<file path="config.mk">
export PLATFORM = sky130hd
export DESIGN_NAME = pong_game_ctrl_flat
export DESIGN_NICKNAME = d
export VERILOG_FILES = /design/src/rtl/pong_game_ctrl_if.sv /design/src/rtl/pong_game_ctrl.sv /design/src/flat_wrapper.sv
export SDC_FILE = /design/constraint.sdc
export NUM_CORES = 1
export LEC_CHECK = 0
export ABC_AREA = 1
export BUFFER_PORTS_ARGS = -buffer_cell sky130_fd_sc_hd__buf_2
export CORE_MARGIN = 2
export CORE_UTILIZATION = 58
export DETAILED_ROUTE_END_ITERATION = 10
export GPL_TIMING_DRIVEN = 1
export MAX_ROUTING_LAYER = met4
export PLACE_DENSITY_LB_ADDON = 0.25
export SLEW_MARGIN = 20
export SYNTH_ARGS = -nofsm -noshare
export SYNTH_HDL_FRONTEND = slang
export SYNTH_SLANG_ARGS = --single-unit
</file>
<file path="constraint.sdc">
create_clock -name clk -period 6.8 [get_ports clk]
set_clock_uncertainty 0.15 [all_clocks]
set_input_delay 0.68 -clock clk [delete_from_list [all_inputs] [get_ports clk]]
set_output_delay 0.68 -clock clk [all_outputs]
set_load 0.02 [all_outputs]
</file>
<file path="src/rtl/pong_game_ctrl_if.sv">
// Pong game controller bus: per-frame controls in, positions and game status out.
interface pong_game_ctrl_if;
    logic       frame_tick;
    logic       btn_left;
    logic       btn_right;
    logic       serve;
    logic [9:0] paddle_x;
    logic [9:0] ball_x;
    logic [8:0] ball_y;
    logic [7:0] score;
    logic [1:0] misses;
    logic [1:0] state;
    logic       game_over;

    // Master drives the controls and observes the game (testbench or frame logic).
    modport master (
        output frame_tick, btn_left, btn_right, serve,
        input  paddle_x, ball_x, ball_y, score, misses, state, game_over
    );

    // Slave is the game controller itself.
    modport slave (
        input  frame_tick, btn_left, btn_right, serve,
        output paddle_x, ball_x, ball_y, score, misses, state, game_over
    );
endinterface

</file>
<file path="src/rtl/pong_game_ctrl.sv">
// Per-frame Pong sequencer: paddle, ball motion, collisions, score/miss and game FSM.
module pong_game_ctrl #(
    parameter int unsigned SCREEN_W    = 640,
    parameter int unsigned SCREEN_H    = 480,
    parameter int unsigned PADDLE_W    = 64,
    parameter int unsigned PADDLE_Y    = 448,
    parameter int unsigned BALL_SIZE   = 8,
    parameter int unsigned PADDLE_STEP = 4,
    parameter int unsigned BALL_STEP   = 2,
    parameter int unsigned MISS_FRAMES = 60,
    parameter int unsigned MAX_MISSES  = 3
) (
    input logic             clk,
    input logic             reset,
    pong_game_ctrl_if.slave bus
);

    typedef enum logic [1:0] {
        StIdle = 2'd0,
        StPlay = 2'd1,
        StMiss = 2'd2,
        StOver = 2'd3
    } state_e;

    localparam int unsigned CntW = $clog2(MISS_FRAMES + 1);

    // X-axis quantities carry one extra bit so comparisons never wrap.
    localparam logic [10:0] PxMax   = 11'(SCREEN_W - PADDLE_W);
    localparam logic [10:0] PStep   = 11'(PADDLE_STEP);
    localparam logic [10:0] BxStep  = 11'(BALL_STEP);
    localparam logic [10:0] BxMax   = 11'(SCREEN_W - BALL_SIZE);
    localparam logic [10:0] BallW   = 11'(BALL_SIZE);
    localparam logic [10:0] PadW    = 11'(PADDLE_W);
    localparam logic [10:0] ParkOfs = 11'((PADDLE_W - BALL_SIZE) / 2);
    localparam logic [9:0]  PxReset = 10'((SCREEN_W - PADDLE_W) / 2);
    localparam logic [9:0]  BxReset = 10'((SCREEN_W - PADDLE_W) / 2 + (PADDLE_W - BALL_SIZE) / 2);

    // Y-axis quantities, likewise one bit wider than ball_y.
    localparam logic [9:0] ByStep = 10'(BALL_STEP);
    localparam logic [9:0] ByPark = 10'(PADDLE_Y - BALL_SIZE);
    localparam logic [9:0] ByMax  = 10'(SCREEN_H - BALL_SIZE);
    localparam logic [9:0] PadY   = 10'(PADDLE_Y);
    localparam logic [9:0] BallH  = 10'(BALL_SIZE);

    logic [9:0]      paddle_x_q, paddle_x_d, paddle_mv, park_x, park_cur;
    logic [9:0]      ball_x_q, ball_x_d;
    logic [8:0]      ball_y_q, ball_y_d;
    logic            dx_left_q, dx_left_d;
    logic            dy_down_q, dy_down_d;
    logic [7:0]      score_q, score_d;
    logic [1:0]      misses_q, misses_d;
    logic [CntW-1:0] miss_cnt_q, miss_cnt_d;
    state_e          state_q, state_d;
    logic            game_over_q, game_over_d;

    logic [10:0] px_w, bx_w;
    logic [9:0]  by_w;
    logic        paddle_hit;

    assign px_w = {1'b0, paddle_x_q};
    assign bx_w = {1'b0, ball_x_q};
    assign by_w = {1'b0, ball_y_q};

    // Ball bottom reaches the paddle line this step and overlaps the paddle horizontally.
    assign paddle_hit = (by_w + BallH <= PadY) && (by_w + BallH + ByStep >= PadY) &&
                        (bx_w + BallW > px_w) && (bx_w < px_w + PadW);

    assign park_x   = 10'({1'b0, paddle_mv} + ParkOfs);
    assign park_cur = 10'(px_w + ParkOfs);

    // Candidate paddle position from the buttons, saturating at both screen edges.
    always_comb begin
        paddle_mv = paddle_x_q;
        if (bus.btn_left && !bus.btn_right) begin
            paddle_mv = (px_w <= PStep) ? '0 : 10'(px_w - PStep);
        end else if (bus.btn_right && !bus.btn_left) begin
            paddle_mv = (px_w + PStep >= PxMax) ? 10'(PxMax) : 10'(px_w + PStep);
        end
    end

    // Next-state and datapath updates, applied only on frame ticks.
    always_comb begin
        state_d    = state_q;
        paddle_x_d = paddle_x_q;
        ball_x_d   = ball_x_q;
        ball_y_d   = ball_y_q;
        dx_left_d  = dx_left_q;
        dy_down_d  = dy_down_q;
        score_d    = score_q;
        misses_d   = misses_q;
        miss_cnt_d = miss_cnt_q;
        if (bus.frame_tick) begin
            unique case (state_q)
                StIdle: begin
                    paddle_x_d = paddle_mv;
                    if (bus.serve) begin
                        // Launch from the current parked position.
                        state_d   = StPlay;
                        dx_left_d = 1'b0;
                        dy_down_d = 1'b0;
                    end else begin
                        ball_x_d = park_x;
                        ball_y_d = 9'(ByPark);
                    end
                end
                StPlay: begin
                    paddle_x_d = paddle_mv;
                    if (dx_left_q) begin
                        if (bx_w <= BxStep) begin
                            ball_x_d  = '0;
                            dx_left_d = 1'b0;
                        end else begin
                            ball_x_d = 10'(bx_w - BxStep);
                        end
                    end else if (bx_w + BxStep >= BxMax) begin
                        ball_x_d  = 10'(BxMax);
                        dx_left_d = 1'b1;
                    end else begin
                        ball_x_d = 10'(bx_w + BxStep);
                    end
                    if (!dy_down_q) begin
                        if (by_w <= ByStep) begin
                            ball_y_d  = '0;
                            dy_down_d = 1'b1;
                        end else begin
                            ball_y_d = 9'(by_w - ByStep);
                        end
                    end else if (paddle_hit) begin
                        ball_y_d  = 9'(ByPark);
                        dy_down_d = 1'b0;
                        if (score_q != 8'hFF) begin
                            score_d = score_q + 8'd1;
                        end
                    end else if (by_w + ByStep >= ByMax) begin
                        ball_y_d   = 9'(ByMax);
                        misses_d   = misses_q + 2'd1;
                        miss_cnt_d = CntW'(MISS_FRAMES);
                        state_d    = StMiss;
                    end else begin
                        ball_y_d = 9'(by_w + ByStep);
                    end
                end
                StMiss: begin
                    miss_cnt_d = miss_cnt_q - CntW'(1);
                    if (miss_cnt_q <= CntW'(1)) begin
                        if (misses_q == 2'(MAX_MISSES)) begin
                            state_d = StOver;
                        end else begin
                            state_d  = StIdle;
                            ball_x_d = park_cur;
                            ball_y_d = 9'(ByPark);
                        end
                    end
                end
                StOver: begin
                    if (bus.serve) begin
                        state_d  = StIdle;
                        score_d  = '0;
                        misses_d = '0;
                        ball_x_d = park_cur;
                        ball_y_d = 9'(ByPark);
                    end
                end
            endcase
        end
        game_over_d = (state_d == StOver);
    end

    // State registers with synchronous reset that overrides any tick.
    always_ff @(posedge clk) begin
        if (reset) begin
            state_q     <= StIdle;
            paddle_x_q  <= PxReset;
            ball_x_q    <= BxReset;
            ball_y_q    <= 9'(ByPark);
            dx_left_q   <= 1'b0;
            dy_down_q   <= 1'b0;
            score_q     <= '0;
            misses_q    <= '0;
            miss_cnt_q  <= '0;
            game_over_q <= 1'b0;
        end else begin
            state_q     <= state_d;
            paddle_x_q  <= paddle_x_d;
            ball_x_q    <= ball_x_d;
            ball_y_q    <= ball_y_d;
            dx_left_q   <= dx_left_d;
            dy_down_q   <= dy_down_d;
            score_q     <= score_d;
            misses_q    <= misses_d;
            miss_cnt_q  <= miss_cnt_d;
            game_over_q <= game_over_d;
        end
    end

    assign bus.paddle_x  = paddle_x_q;
    assign bus.ball_x    = ball_x_q;
    assign bus.ball_y    = ball_y_q;
    assign bus.score     = score_q;
    assign bus.misses    = misses_q;
    assign bus.state     = state_q;
    assign bus.game_over = game_over_q;

endmodule

</file>
<file path="src/flat_wrapper.sv">
// flat-port wrapper written by rule: the top's interface ports become plain ports
module pong_game_ctrl_flat 
#(
    parameter int unsigned SCREEN_W    = 640,
    parameter int unsigned SCREEN_H    = 480,
    parameter int unsigned PADDLE_W    = 64,
    parameter int unsigned PADDLE_Y    = 448,
    parameter int unsigned BALL_SIZE   = 8,
    parameter int unsigned PADDLE_STEP = 4,
    parameter int unsigned BALL_STEP   = 2,
    parameter int unsigned MISS_FRAMES = 60,
    parameter int unsigned MAX_MISSES  = 3
)
  (clk, reset, bus_frame_tick, bus_btn_left, bus_btn_right, bus_serve, bus_paddle_x, bus_ball_x, bus_ball_y, bus_score, bus_misses, bus_state, bus_game_over);
  pong_game_ctrl_if bus_i ();
  input logic clk;
  input logic reset;
  input wire logic [$bits(bus_i.frame_tick)-1:0] bus_frame_tick;
  input wire logic [$bits(bus_i.btn_left)-1:0] bus_btn_left;
  input wire logic [$bits(bus_i.btn_right)-1:0] bus_btn_right;
  input wire logic [$bits(bus_i.serve)-1:0] bus_serve;
  output wire logic [$bits(bus_i.paddle_x)-1:0] bus_paddle_x;
  output wire logic [$bits(bus_i.ball_x)-1:0] bus_ball_x;
  output wire logic [$bits(bus_i.ball_y)-1:0] bus_ball_y;
  output wire logic [$bits(bus_i.score)-1:0] bus_score;
  output wire logic [$bits(bus_i.misses)-1:0] bus_misses;
  output wire logic [$bits(bus_i.state)-1:0] bus_state;
  output wire logic [$bits(bus_i.game_over)-1:0] bus_game_over;
  assign bus_i.frame_tick = bus_frame_tick;
  assign bus_i.btn_left = bus_btn_left;
  assign bus_i.btn_right = bus_btn_right;
  assign bus_i.serve = bus_serve;
  assign bus_paddle_x = bus_i.paddle_x;
  assign bus_ball_x = bus_i.ball_x;
  assign bus_ball_y = bus_i.ball_y;
  assign bus_score = bus_i.score;
  assign bus_misses = bus_i.misses;
  assign bus_state = bus_i.state;
  assign bus_game_over = bus_i.game_over;
  pong_game_ctrl #(.SCREEN_W(SCREEN_W), .SCREEN_H(SCREEN_H), .PADDLE_W(PADDLE_W), .PADDLE_Y(PADDLE_Y), .BALL_SIZE(BALL_SIZE), .PADDLE_STEP(PADDLE_STEP), .BALL_STEP(BALL_STEP), .MISS_FRAMES(MISS_FRAMES), .MAX_MISSES(MAX_MISSES)) u_core (.clk(clk), .reset(reset), .bus(bus_i));
endmodule
</file>
# Yosys cells after proc, flatten, opt, wreduce, memory -nomap -nowiden
# Index checks and enable logic that the tools add are counted.
# word_totals
ff_bits	50
output_inout_bits	42
wordCells	123
# op_classes
addsub	15
n_lt_le_gt_ge	11
n_eq_ne	16
mux	53
n_reduce_logical	18
# op_table
cell	n
two-way mux 10 bit	11
two-way mux 9 bit	8
case mux 10 bit (4 select lines)	1
case mux 9 bit (4 select lines)	1
two-way mux 8 bit	4
two-way mux 2 bit	12
greater-or-equal comparator 11 x 10 -> 1 bit (second input constant)	2
adder 10 x 5 -> 10 bit (second input constant)	2
greater-or-equal comparator 10 x 9 -> 1 bit (second input constant)	2
two-way mux 6 bit	3
case mux 8 bit (2 select lines)	1
case mux 6 bit (2 select lines)	1
AND reduction 6 bit	2
adder 10 x 2 -> 11 bit (second input constant)	1
adder 10 x 3 -> 11 bit (second input constant)	1
adder 10 x 4 -> 11 bit (second input constant)	1
adder 10 x 7 -> 11 bit (second input constant)	1
greater-than comparator 11 x 10 -> 1 bit	1
< comparator 10 x 11 -> 1 bit	1
adder 10 x 2 -> 10 bit (second input constant)	1
adder 9 x 2 -> 10 bit (second input constant)	1
adder 9 x 4 -> 10 bit (second input constant)	1
<= comparator 10 x 2 -> 1 bit (second input constant)	1
<= comparator 10 x 3 -> 1 bit (second input constant)	1
26 further kinds	52

# Longest topological paths before layout
# Gate-level depths: netlist of the first run.
# logic_depth
ltp_word	11
mapped_depth	19
mapped_depth_nobuf	19

# Worst setup path after synthesis of the first run
# Ideal clock, no wire load.
# synth_path
kind	register to register
from	register u_core.ball_x_q[3] (netlist: u_core.bus.ball_x[3])
to	register u_core.ball_y_q[4] (netlist: u_core.bus.ball_y[4])
setup_time_ps	115
t_arrival_ps	2348
t_required_ps	6535
setup_slack_ps	4187
stages_incl_launch_ff	15
n_path_buf	2
period_less_slack_ps	2613
cell_sequence	dfxtp_1 -> clkbuf_2 -> inv_1 -> ha_1 -> ha_1 -> nand2_1 -> nor4_1 -> nand4_1 -> nand4_2 -> buf_6 -> nand2_1 -> o21ai_0 -> nand2_1 -> nand2_1 -> nand2_1
# synth_between
elab_chain_len	7
elab_cells_between_ends	8
classes_between	add/sub: 1; order compare: 2; mux: 3; reduce/logical: 2
# synth_lines
item	line	text
from (decl)	pong_game_ctrl.sv:46	logic [9:0] ball_x_q, ball_x_d;
from (signal assigned)	pong_game_ctrl.sv:174	ball_x_q <= BxReset;
from (signal assigned)	pong_game_ctrl.sv:185	ball_x_q <= ball_x_d;
adder 10 x 4 -> 11 bit	pong_game_ctrl.sv:66	(bx_w + BallW > px_w) && (bx_w < px_w + PadW);
greater-than comparator 11 x 10 -> 1 bit	pong_game_ctrl.sv:66	
logical AND 1 bit	pong_game_ctrl.sv:65	assign paddle_hit = (by_w + BallH <= PadY) && (by_w + BallH + ByStep >= PadY) &&
logical AND 1 bit *	pong_game_ctrl.sv:66	
two-way mux 9 bit *	pong_game_ctrl.sv:128	end else if (paddle_hit) begin
two-way mux 9 bit *	pong_game_ctrl.sv:121	if (!dy_down_q) begin
case mux 9 bit (4 select lines) *	pong_game_ctrl.sv:93	unique case (state_q)
to (signal assigned)	pong_game_ctrl.sv:175	ball_y_q <= 9'(ByPark);
to (signal assigned)	pong_game_ctrl.sv:186	ball_y_q <= ball_y_d;
to (decl)	pong_game_ctrl.sv:47	logic [8:0] ball_y_q, ball_y_d;
# Every way passes the cells marked *; elsewhere a longest branch is shown, timed or not.
# A chain may end at the register's enable or synchronous reset.

# Worst setup path in the final report of the first run
# layout_path
from	register u_core.paddle_x_q[6] (netlist: u_core.bus.paddle_x[6])
to	register u_core.miss_cnt_q[4]
# layout_between
elab_chain_len	5
elab_cells_between_ends	7
classes_between	add/sub: 1; order compare: 2; eq/ne: 1; reduce/logical: 3
# layout_lines
item	line	text
from (decl)	pong_game_ctrl.sv:45	logic [9:0] paddle_x_q, paddle_x_d, paddle_mv, park_x, park_cur;
from (signal assigned)	pong_game_ctrl.sv:173	paddle_x_q <= PxReset;
from (signal assigned)	pong_game_ctrl.sv:184	paddle_x_q <= paddle_x_d;
adder 10 x 7 -> 11 bit or greater-than comparator 11 x 10 -> 1 bit (tied branches)	pong_game_ctrl.sv:66	
< comparator 10 x 11 -> 1 bit or logical AND 1 bit (tied branches)	pong_game_ctrl.sv:66, pong_game_ctrl.sv:65	
logical AND 1 bit *	pong_game_ctrl.sv:66	
inequality test 2 bit (no source line) *	-	
AND reduction 5 bit (no source line) *	-	
to (signal assigned)	pong_game_ctrl.sv:191	miss_cnt_q <= miss_cnt_d;
to (decl)	pong_game_ctrl.sv:52	logic [CntW-1:0] miss_cnt_q, miss_cnt_d;
# Marks and branches as above.

==> metrics.txt, run 1 <==
# TYPE chip_impl_metric gauge
chip_impl_info{name="cp-end-kind",value="flop"} 1
chip_impl_metric{name="register_area",unit="um2"} 981
chip_impl_metric{name="timing.final.max_slew_violations",unit=""} 0
chip_impl_metric{name="vias",unit=""} 5227
chip_impl_metric{name="postRouteAntennaNets",unit=""} 0
chip_impl_metric{name="vias_per_cell",unit=""} 5.78
chip_impl_metric{name="fin_nets",unit=""} 844
chip_impl_metric{name="grtUsageTotal",unit=""} 0.315
chip_impl_metric{name="cts_buffers",unit=""} 5
chip_impl_metric{name="holdBufCountCts",unit=""} 0
chip_impl_metric{name="global_route_wire_length_before_repair",unit="um"} 22100
chip_impl_metric{name="initial_utilization",unit=""} 0.590
chip_impl_info{name="cts_root_buf",value="sky130_fd_sc_hd__clkbuf_8"} 1
chip_impl_metric{name="vias_in_the_first_global_route",unit=""} 4746
chip_impl_info{name="worstHoldPathType",value="flop to flop"} 1
chip_impl_metric{name="clock.fmax",unit="GHz"} 0.299
chip_impl_metric{name="buffers_on_ports",unit=""} 46
chip_impl_metric{name="floorplan.rows",unit=""} 33
chip_impl_metric{name="ios",unit=""} 48
chip_impl_metric{name="drt_pre_antenna_iters",unit=""} 5
chip_impl_info{name="synth_top_area_cell",value="sky130_fd_sc_hd__dfxtp_1"} 1
chip_impl_metric{name="synth_cell_type_count",unit=""} 47
chip_impl_metric{name="drv_cap",unit=""} 0
chip_impl_metric{name="route.final.wire_length",unit="um"} 13500
chip_impl_metric{name="place.detailed.instances",unit=""} 897
chip_impl_metric{name="chipHeight",unit="um"} 94.8
chip_impl_metric{name="fp.dieW",unit="um"} 94.8
chip_impl_metric{name="share_of_flip_flops_with_an_asynchronous_set_or_reset_after_synthesis",unit=""} 0
chip_impl_info{name="critical_path.reg2reg.startpoint",value="u_core.bus.paddle_x[6]$_SDFFE_PP0P_"} 1
chip_impl_metric{name="syn_inst",unit=""} 769
chip_impl_metric{name="postCtsResizedCells",unit=""} 0
chip_impl_metric{name="post_route_cells_drive_above_1_share",unit=""} 0.114
chip_impl_metric{name="route.detailed.drc",unit=""} 0
chip_impl_metric{name="worst-path-max-fanout",unit=""} 11
chip_impl_metric{name="dp.final_hpwl",unit="um"} 10100
chip_impl_metric{name="ys_seq_elements",unit=""} 49
chip_impl_metric{name="antenna_cells_inserted",unit=""} 0
chip_impl_metric{name="fin_tns_setup",unit="ps"} 0
chip_impl_metric{name="pin_count_of_the_biggest_net_entering_global_routing",unit=""} 36
chip_impl_metric{name="antenna_found_initial",unit=""} 0
chip_impl_metric{name="cellLeakagePower",unit="nW"} 2.51
chip_impl_info{name="yosys_most_used_dff",value="sky130_fd_sc_hd__dfxtp_1"} 1
chip_impl_metric{name="clk_latency",unit="ps"} 310
chip_impl_metric{name="number_of_clock_sinks",unit=""} 49
chip_impl_metric{name="synth_sequential_area_ratio",unit=""} 0.205
chip_impl_metric{name="area_growth",unit="%"} 7.31
chip_impl_metric{name="total_of_warnings_raised_by_yosys",unit=""} 0
chip_impl_metric{name="final_period_minus_worst_setup_slack",unit="ps"} 3350
chip_impl_metric{name="n_fill_cell",unit=""} 795
chip_impl_info{name="tritoncts_clock_tree",value="yes"} 1
chip_impl_metric{name="slew-limit-headroom",unit=""} 0.458
chip_impl_metric{name="depth_of_the_worst_register_to_register_path",unit=""} 12
chip_impl_metric{name="floorplan.core_area",unit="mm2"} 0.00809
chip_impl_metric{name="average_wire_length_per_cell_after_detail_routing",unit="um"} 14.9
chip_impl_info{name="setup.worst_path.end",value="u_core.miss_cnt_q[4]$_SDFFE_PP0P_"} 1
chip_impl_metric{name="ctsHtreeMaxLevel",unit=""} 2
chip_impl_metric{name="gpl_wtd_cong",unit=""} 0.989
chip_impl_metric{name="worst-slew-pin-transition",unit="ps"} 810
chip_impl_metric{name="mean_cell_area_of_the_mapped_netlist",unit="um2"} 6.21
chip_impl_metric{name="setup_viol",unit=""} 0
chip_impl_metric{name="place_worst_setup_slack",unit="ps"} 3570
chip_impl_metric{name="timing.final.crit_share",unit=""} 0.493
chip_impl_metric{name="synth_fp_nets",unit=""} 814
chip_impl_metric{name="grt.overflow.total",unit=""} 0
chip_impl_metric{name="reg2reg_setup_slack",unit="ps"} 3450
chip_impl_info{name="synth.top_cells.by_area",value="sky130_fd_sc_hd__dfxtp_1 (21%), sky130_fd_sc_hd__nand2_1 (15%), sky130_fd_sc_hd__ha_1 (10%), sky130_fd_sc_hd__a21oi_1 (6.7%), sky130_fd_sc_hd__inv_1 (6.7%)"} 1
chip_impl_metric{name="cts-root-to-sink-buffers",unit=""} 2
chip_impl_info{name="timing.critical_path.from_type",value="flop"} 1
chip_impl_info{name="crit_path_start",value="u_core.bus.paddle_x[6]$_SDFFE_PP0P_"} 1
chip_impl_metric{name="power.ir.vdd_worst",unit="V"} 0.000108
chip_impl_metric{name="worst_slack",unit="ps"} 3450
chip_impl_metric{name="iter_0_drt_violations",unit=""} 350
chip_impl_metric{name="cellPowerDensity",unit="mW/mm2"} 180
chip_impl_info{name="status",value="finished clean"} 1
chip_impl_metric{name="worst_ep_required_time",unit="ps"} 6810
chip_impl_info{name="unrepaired_setup_endpoints_after_global_routing",value="false"} 1
chip_impl_info{name="critPathKind",value="flop to flop"} 1
chip_impl_metric{name="clkTransAtPathRegs",unit="ps"} 100
chip_impl_metric{name="netlist.area_leader.share",unit=""} 0.205
chip_impl_metric{name="die_footprint",unit="mm2"} 0.00898
chip_impl_info{name="rr_endpoint",value="u_core.miss_cnt_q[4]$_SDFFE_PP0P_"} 1
chip_impl_metric{name="syn_area",unit="mm2"} 0.00478
chip_impl_metric{name="stdcell_count",unit=""} 905
chip_impl_metric{name="final-hold-violation-count",unit=""} 0
chip_impl_metric{name="post-cts-setup-buffers",unit=""} 0
chip_impl_metric{name="area_used_by_multi_input_combinational_logic",unit="mm2"} 0.00331
chip_impl_metric{name="critPathArrivalTime",unit="ps"} 3360
chip_impl_metric{name="number_of_synthesized_flops_with_an_enable_pin",unit=""} 0
==> worst max-delay path: stages (launching register included) <==
cell and delay, ps:
sky130_fd_sc_hd__dfxtp_1 530, sky130_fd_sc_hd__inv_1 210, sky130_fd_sc_hd__ha_1 330, sky130_fd_sc_hd__inv_1 40, sky130_fd_sc_hd__ha_1 260, sky130_fd_sc_hd__nand2_1 90, sky130_fd_sc_hd__nor2_1 60, sky130_fd_sc_hd__a221oi_1 360
sky130_fd_sc_hd__nand4_2 480, sky130_fd_sc_hd__o21ai_2 440, sky130_fd_sc_hd__inv_2 110, sky130_fd_sc_hd__nand2_1 70, sky130_fd_sc_hd__a21oi_1 60
==> layer usage <==
| layer | up-vias | track usage | wire, um |
|---|---|---|---|
| met3 | 37 | 0.0495 | 1040 |
| met5 | - | - | 0 |
| met4 | 0 | 0.0882 | 276 |
| met2 | 232 | 0.501 | 6070 |
| li1 | 2573 | - | - |
| met1 | 2385 | 0.416 | 6120 |
==> state kept, by name (all words and copies together), names as in the netlist <==
signal                flops
u_core.miss_cnt_q         6
u_core.bus.misses         2
u_core.bus.ball_x        10
u_core.bus.ball_y         8
u_core.bus.score          8
u_core.bus.state          2
u_core.bus.game_over      1
u_core.dy_down_q          1
u_core.bus.paddle_x      10
u_core.dx_left_q          1
==> cells in the mapped netlist, types with 2 or more instances <==
cell type,n
sky130_fd_sc_hd__nand2_4,2
sky130_fd_sc_hd__nand3b_1,6
sky130_fd_sc_hd__o2111ai_1,2
sky130_fd_sc_hd__buf_6,2
sky130_fd_sc_hd__inv_2,8
sky130_fd_sc_hd__ha_1,39
sky130_fd_sc_hd__nor2_1,85
sky130_fd_sc_hd__o22ai_1,4
sky130_fd_sc_hd__clkbuf_1,8
sky130_fd_sc_hd__nand3_2,3
sky130_fd_sc_hd__nor3_2,2
sky130_fd_sc_hd__a211oi_1,2
sky130_fd_sc_hd__nand2_1,186
sky130_fd_sc_hd__nor3_1,9
sky130_fd_sc_hd__buf_2,8
sky130_fd_sc_hd__a31oi_1,3
sky130_fd_sc_hd__inv_1,85
sky130_fd_sc_hd__xor2_1,29
sky130_fd_sc_hd__nand3_1,60
sky130_fd_sc_hd__nand4_1,12
sky130_fd_sc_hd__dfxtp_1,49
sky130_fd_sc_hd__nand2_2,7
sky130_fd_sc_hd__o21ai_1,5
sky130_fd_sc_hd__xnor2_1,9
sky130_fd_sc_hd__buf_4,3
sky130_fd_sc_hd__o31ai_1,2
sky130_fd_sc_hd__a21oi_1,64
sky130_fd_sc_hd__nor4_1,5
sky130_fd_sc_hd__or2_2,4
sky130_fd_sc_hd__nor2_4,2
sky130_fd_sc_hd__o21ai_0,42
sky130_fd_sc_hd__o211ai_1,6
sky130_fd_sc_hd__or2_0,2
==> power by group <==
group / switching (W) / internal (W)
combinational: 0.000234 / 0.000124
sequential: 0.0000414 / 0.000305
clock: 0.000109 / 0.000111
total: 0.000384 / 0.000540
==> stage by stage <==
stage / power (W) / hold slack, ps / instance area [um2] / util
finish: 0.000924 / 354 / 5130 / 0.634
global route: 0.000986 / 369 / 5130 / 0.634
CTS: 0.000925 / 354 / 5130 / 0.634
detailed placement: 0.000703 / 338 / 5020 / 0.620
global placement: 0.000695 / 324 / 5020 / 0.620
floorplan: 0.000619 / 305 / 4780 / -
==> how the worst min path moves through the flow <==
| stage | startpoint | to | slack, ps | cells after the start |
|---|---|---|---|---|
| finish | u_core.bus.ball_x[0]$_SDFFE_PP0P_ | u_core.bus.ball_x[0]$_SDFFE_PP0P_ | 350 | 2 |
| global route | u_core.bus.ball_x[0]$_SDFFE_PP0P_ | u_core.bus.ball_x[0]$_SDFFE_PP0P_ | 370 | 2 |
| CTS | u_core.bus.ball_x[0]$_SDFFE_PP0P_ | u_core.bus.ball_x[0]$_SDFFE_PP0P_ | 350 | 2 |
| detailed placement | u_core.bus.ball_x[0]$_SDFFE_PP0P_ | u_core.bus.ball_x[0]$_SDFFE_PP0P_ | 340 | 2 |
| global placement | u_core.bus.ball_x[0]$_SDFFE_PP0P_ | u_core.bus.ball_x[0]$_SDFFE_PP0P_ | 320 | 2 |
| floorplan | u_core.miss_cnt_q[1]$_SDFFE_PP0P_ | u_core.miss_cnt_q[1]$_SDFFE_PP0P_ | 300 | 2 |
==> layout by cell type, fill, tap and decap left out, drive strengths merged, types with 5 or more instances in the layout <==
cell,Yosys,routed
nor4,5,5
inv,94,94
ha,39,39
nand3b,6,6
nand3,63,63
o211ai,6,6
clkbuf,10,6
o21ai,49,49
nor2,88,88
nand4,13,13
dfxtp,49,49
a21oi,65,65
xor2,29,29
nor3,11,11
or2,6,6
buf,14,47
nand2,196,196
xnor2,9,9
==> cell type report <==
type                            count  area share
Clock buffer                        6      0.0142
Clock inverter                      2     0.00756
Inverter                           94      0.0698
Multi-Input combinational cell    602       0.645
Sequential cell                    49       0.191
Tap cell                          105      0.0256
Timing Repair Buffer               47      0.0464
==> cells by family after synthesis <==
| logic type | count (synthesis) | share of synthesized area |
|---|---|---|
| flops | 49 | 0.205 |
| fa+ha+maj | 39 | 0.102 |
| buf+inv | 118 | 0.102 |
| simple gates | 388 | 0.362 |
| other cells | 1 | 0.000785 |
| compound gates | 136 | 0.158 |
| xor+xnor | 38 | 0.0697 |
Power figures use the tool's default switching activity.
==> run 2, diff against run 1 <==
CORE_UTILIZATION = 55   (was 58)
clock period = 2.7 ns   (was 6.8 ns; I/O delays follow)
==> metrics.txt, run 2 (synthesized netlist as in run 1, its figures left out) <==
# TYPE chip_impl_metric gauge
chip_impl_metric{name="antenna_found_initial",unit=""} 0
chip_impl_metric{name="average_wire_length_per_cell_after_detail_routing",unit="um"} 14.9
chip_impl_metric{name="whs",unit="ps"} 239
chip_impl_metric{name="vias_in_the_first_global_route",unit=""} 4928
chip_impl_metric{name="antenna_cells_inserted",unit=""} 0
chip_impl_metric{name="timing.final.max_slew_violations",unit=""} 0
chip_impl_metric{name="power_report.internal_total",unit="W"} 0.00142
chip_impl_metric{name="global_route_wire_length_before_repair",unit="um"} 23200
chip_impl_info{name="cts_root_buf",value="sky130_fd_sc_hd__clkbuf_8"} 1
chip_impl_metric{name="ios",unit=""} 48
chip_impl_metric{name="n_fill_cell",unit=""} 771
chip_impl_metric{name="fp.dieW",unit="um"} 97.2
chip_impl_metric{name="route.final.wire_length",unit="um"} 14500
chip_impl_metric{name="die_footprint",unit="mm2"} 0.00945
chip_impl_metric{name="postPlaceCellArea",unit="mm2"} 0.00542
chip_impl_metric{name="floorplan.core_area",unit="mm2"} 0.00855
chip_impl_metric{name="postRouteAntennaNets",unit=""} 0
chip_impl_metric{name="dp.final_hpwl",unit="um"} 10800
chip_impl_metric{name="cellPowerDensity",unit="mW/mm2"} 429
chip_impl_metric{name="pin_count_of_the_biggest_net_entering_global_routing",unit=""} 35
chip_impl_metric{name="floorplan.rows",unit=""} 34
chip_impl_metric{name="worst-slew-pin-transition",unit="ps"} 554
chip_impl_metric{name="chipHeight",unit="um"} 97.2
chip_impl_metric{name="holdBufCountCts",unit=""} 0
chip_impl_info{name="most_frequent_cells_in_the_layout",value="sky130_fd_sc_hd__nand2_1 (180), sky130_fd_sc_hd__nor2_1 (83), sky130_fd_sc_hd__inv_1 (81)"} 1
chip_impl_metric{name="power.ir.vdd_worst",unit="V"} 0.000269
chip_impl_metric{name="final-hold-violation-count",unit=""} 0
chip_impl_metric{name="slew-limit-headroom",unit=""} 0.630
chip_impl_info{name="critPathKind",value="flop to flop"} 1
chip_impl_metric{name="grt.overflow.total",unit=""} 0
chip_impl_metric{name="clk_latency",unit="ps"} 320
chip_impl_info{name="worstHoldPathType",value="primary input to flop"} 1
chip_impl_metric{name="buffers_on_ports",unit=""} 46
chip_impl_metric{name="final_period_minus_worst_setup_slack",unit="ps"} 2650
chip_impl_metric{name="timing.final.crit_share",unit=""} 0.980
chip_impl_info{name="mostFrequentLayoutCell",value="sky130_fd_sc_hd__nand2_1"} 1
chip_impl_metric{name="vias",unit=""} 5427
chip_impl_metric{name="drt_pre_antenna_iters",unit=""} 7
chip_impl_metric{name="area_used_by_multi_input_combinational_logic",unit="mm2"} 0.00350
chip_impl_metric{name="power.clock.fraction",unit=""} 0.185
chip_impl_metric{name="grtUsageTotal",unit=""} 0.299
chip_impl_info{name="status",value="finished clean"} 1
chip_impl_metric{name="seqPwrFrac",unit=""} 0.336
chip_impl_metric{name="critPathArrivalTime",unit="ps"} 2740
chip_impl_metric{name="cts-root-to-sink-buffers",unit=""} 2
chip_impl_metric{name="layout.core_utilization",unit=""} 0.680
chip_impl_metric{name="clock.fmax",unit="GHz"} 0.378
chip_impl_metric{name="timing.hold.worst_path_depth",unit=""} 5
chip_impl_metric{name="depth_of_the_worst_register_to_register_path",unit=""} 13
chip_impl_metric{name="layout.cell_area.non_filler",unit="mm2"} 0.00581
chip_impl_metric{name="power_switching",unit="W"} 0.00107
chip_impl_metric{name="iter_0_drt_violations",unit=""} 336
chip_impl_info{name="cp-end-kind",value="flop"} 1
chip_impl_metric{name="area_growth",unit="%"} 21.6
chip_impl_metric{name="clkTransAtPathRegs",unit="ps"} 100
chip_impl_metric{name="combinationalPowerShare",unit=""} 0.479
chip_impl_metric{name="register_area",unit="mm2"} 0.00101
chip_impl_metric{name="number_of_clock_sinks",unit=""} 49
chip_impl_metric{name="gpl_wtd_cong",unit=""} 1.04
chip_impl_metric{name="initial_utilization",unit=""} 0.559
chip_impl_metric{name="worst_ep_required_time",unit="ps"} 2800
chip_impl_metric{name="stdcell_count",unit=""} 968
chip_impl_metric{name="cts_buffers",unit=""} 5
chip_impl_metric{name="power_switching_share",unit=""} 0.430
chip_impl_metric{name="fin_nets",unit=""} 904
chip_impl_info{name="unrepaired_setup_endpoints_after_global_routing",value="true"} 1
chip_impl_metric{name="ctsHtreeMaxLevel",unit=""} 2
chip_impl_metric{name="route.detailed.drc",unit=""} 0
chip_impl_info{name="tritoncts_clock_tree",value="yes"} 1
chip_impl_metric{name="drv_cap",unit=""} 0
chip_impl_metric{name="cellLeakagePower",unit="nW"} 2.80
chip_impl_metric{name="post_route_cells_drive_above_1_share",unit=""} 0.223
chip_impl_metric{name="worst-path-max-fanout",unit=""} 11
chip_impl_metric{name="setup_viol",unit=""} 0
chip_impl_metric{name="place.detailed.instances",unit=""} 952
chip_impl_metric{name="vias_per_cell",unit=""} 5.61
chip_impl_info{name="timing.critical_path.from_type",value="flop"} 1
chip_impl_metric{name="total_power",unit="W"} 0.00249
==> run 2: through the flow <==
step | TNS (ps) | setup slack [ps]
2_1_floorplan | 0 | 87.3
3_3_place_gp | 0 | 25.8
3_5_place_dp | -41.0 | -25.2
4_1_cts | -4.76 | -4.76
5_1_grt | -846 | -67.8
6_report | 0 | 53.5
==> run 2: worst max-delay path: stages, from the launching register on <==
cell,delay [ps]
sky130_fd_sc_hd__dfxtp_2,380
sky130_fd_sc_hd__buf_6,130
sky130_fd_sc_hd__nand3_4,110
sky130_fd_sc_hd__xor2_1,190
sky130_fd_sc_hd__ha_1,340
sky130_fd_sc_hd__nand2_1,90
sky130_fd_sc_hd__nor4_2,250
sky130_fd_sc_hd__nand4_1,220
sky130_fd_sc_hd__nand4_4,190
sky130_fd_sc_hd__buf_12,140
sky130_fd_sc_hd__nand2_8,90
sky130_fd_sc_hd__nand2_8,100
sky130_fd_sc_hd__o21ai_1,60
sky130_fd_sc_hd__a21oi_1,140
==> run 2: power by group through the flow <==
stage	Sequential [W]	Combinational, W	Clock [W]
after floorplan	0.000884	0.000675	0
after global placement	0.000840	0.00102	0
after detailed placement	0.000842	0.00104	0
after CTS	0.000826	0.00105	0.000466
after global routing	0.000844	0.00131	0.000497
final	0.000836	0.00119	0.000462
==> run 2: final cells by class <==
class                           instances  share of cell area
Sequential cell                        49               0.173
Multi-Input combinational cell        603               0.603
Timing Repair Buffer                  106               0.124
Clock buffer                            6              0.0125
Tap cell                              108              0.0233
Inverter                               94              0.0616
Clock inverter                          2             0.00258
==> run 2: repair_timing <==
action                                  4_1_cts  5_1_grt
resized for setup                             3       62
gates cloned                                  0        2
endpoints found under the setup margin        8       34
buffers inserted                              0        6
pin swaps                                     1       20
==> run 2: per-layer routing <==
metal	routed length, um	up-vias	share of wire	global-route usage
met1	6620	2461	0.46	0.420
met2	6600	227	0.46	0.466
met3	907	39	0.063	0.0245
li1	-	2700	-	-
met4	344	0	0.024	0.0812
met5	0	-	0	-
==> run 2: path summary, 6_finish.rpt <==
check	from	slack [ps]	end
worst min-delay path	bus_frame_tick	240	u_core.bus.game_over$_SDFF_PP0_
worst min register to register	u_core.miss_cnt_q[1]$_SDFFE_PP0P_	340	u_core.miss_cnt_q[1]$_SDFFE_PP0P_
worst max-delay path	u_core.bus.ball_x[4]$_SDFFE_PP1P_	50	u_core.bus.score[0]$_SDFFE_PP0P_
worst max register to register	u_core.bus.ball_x[4]$_SDFFE_PP1P_	50	u_core.bus.score[0]$_SDFFE_PP0P_
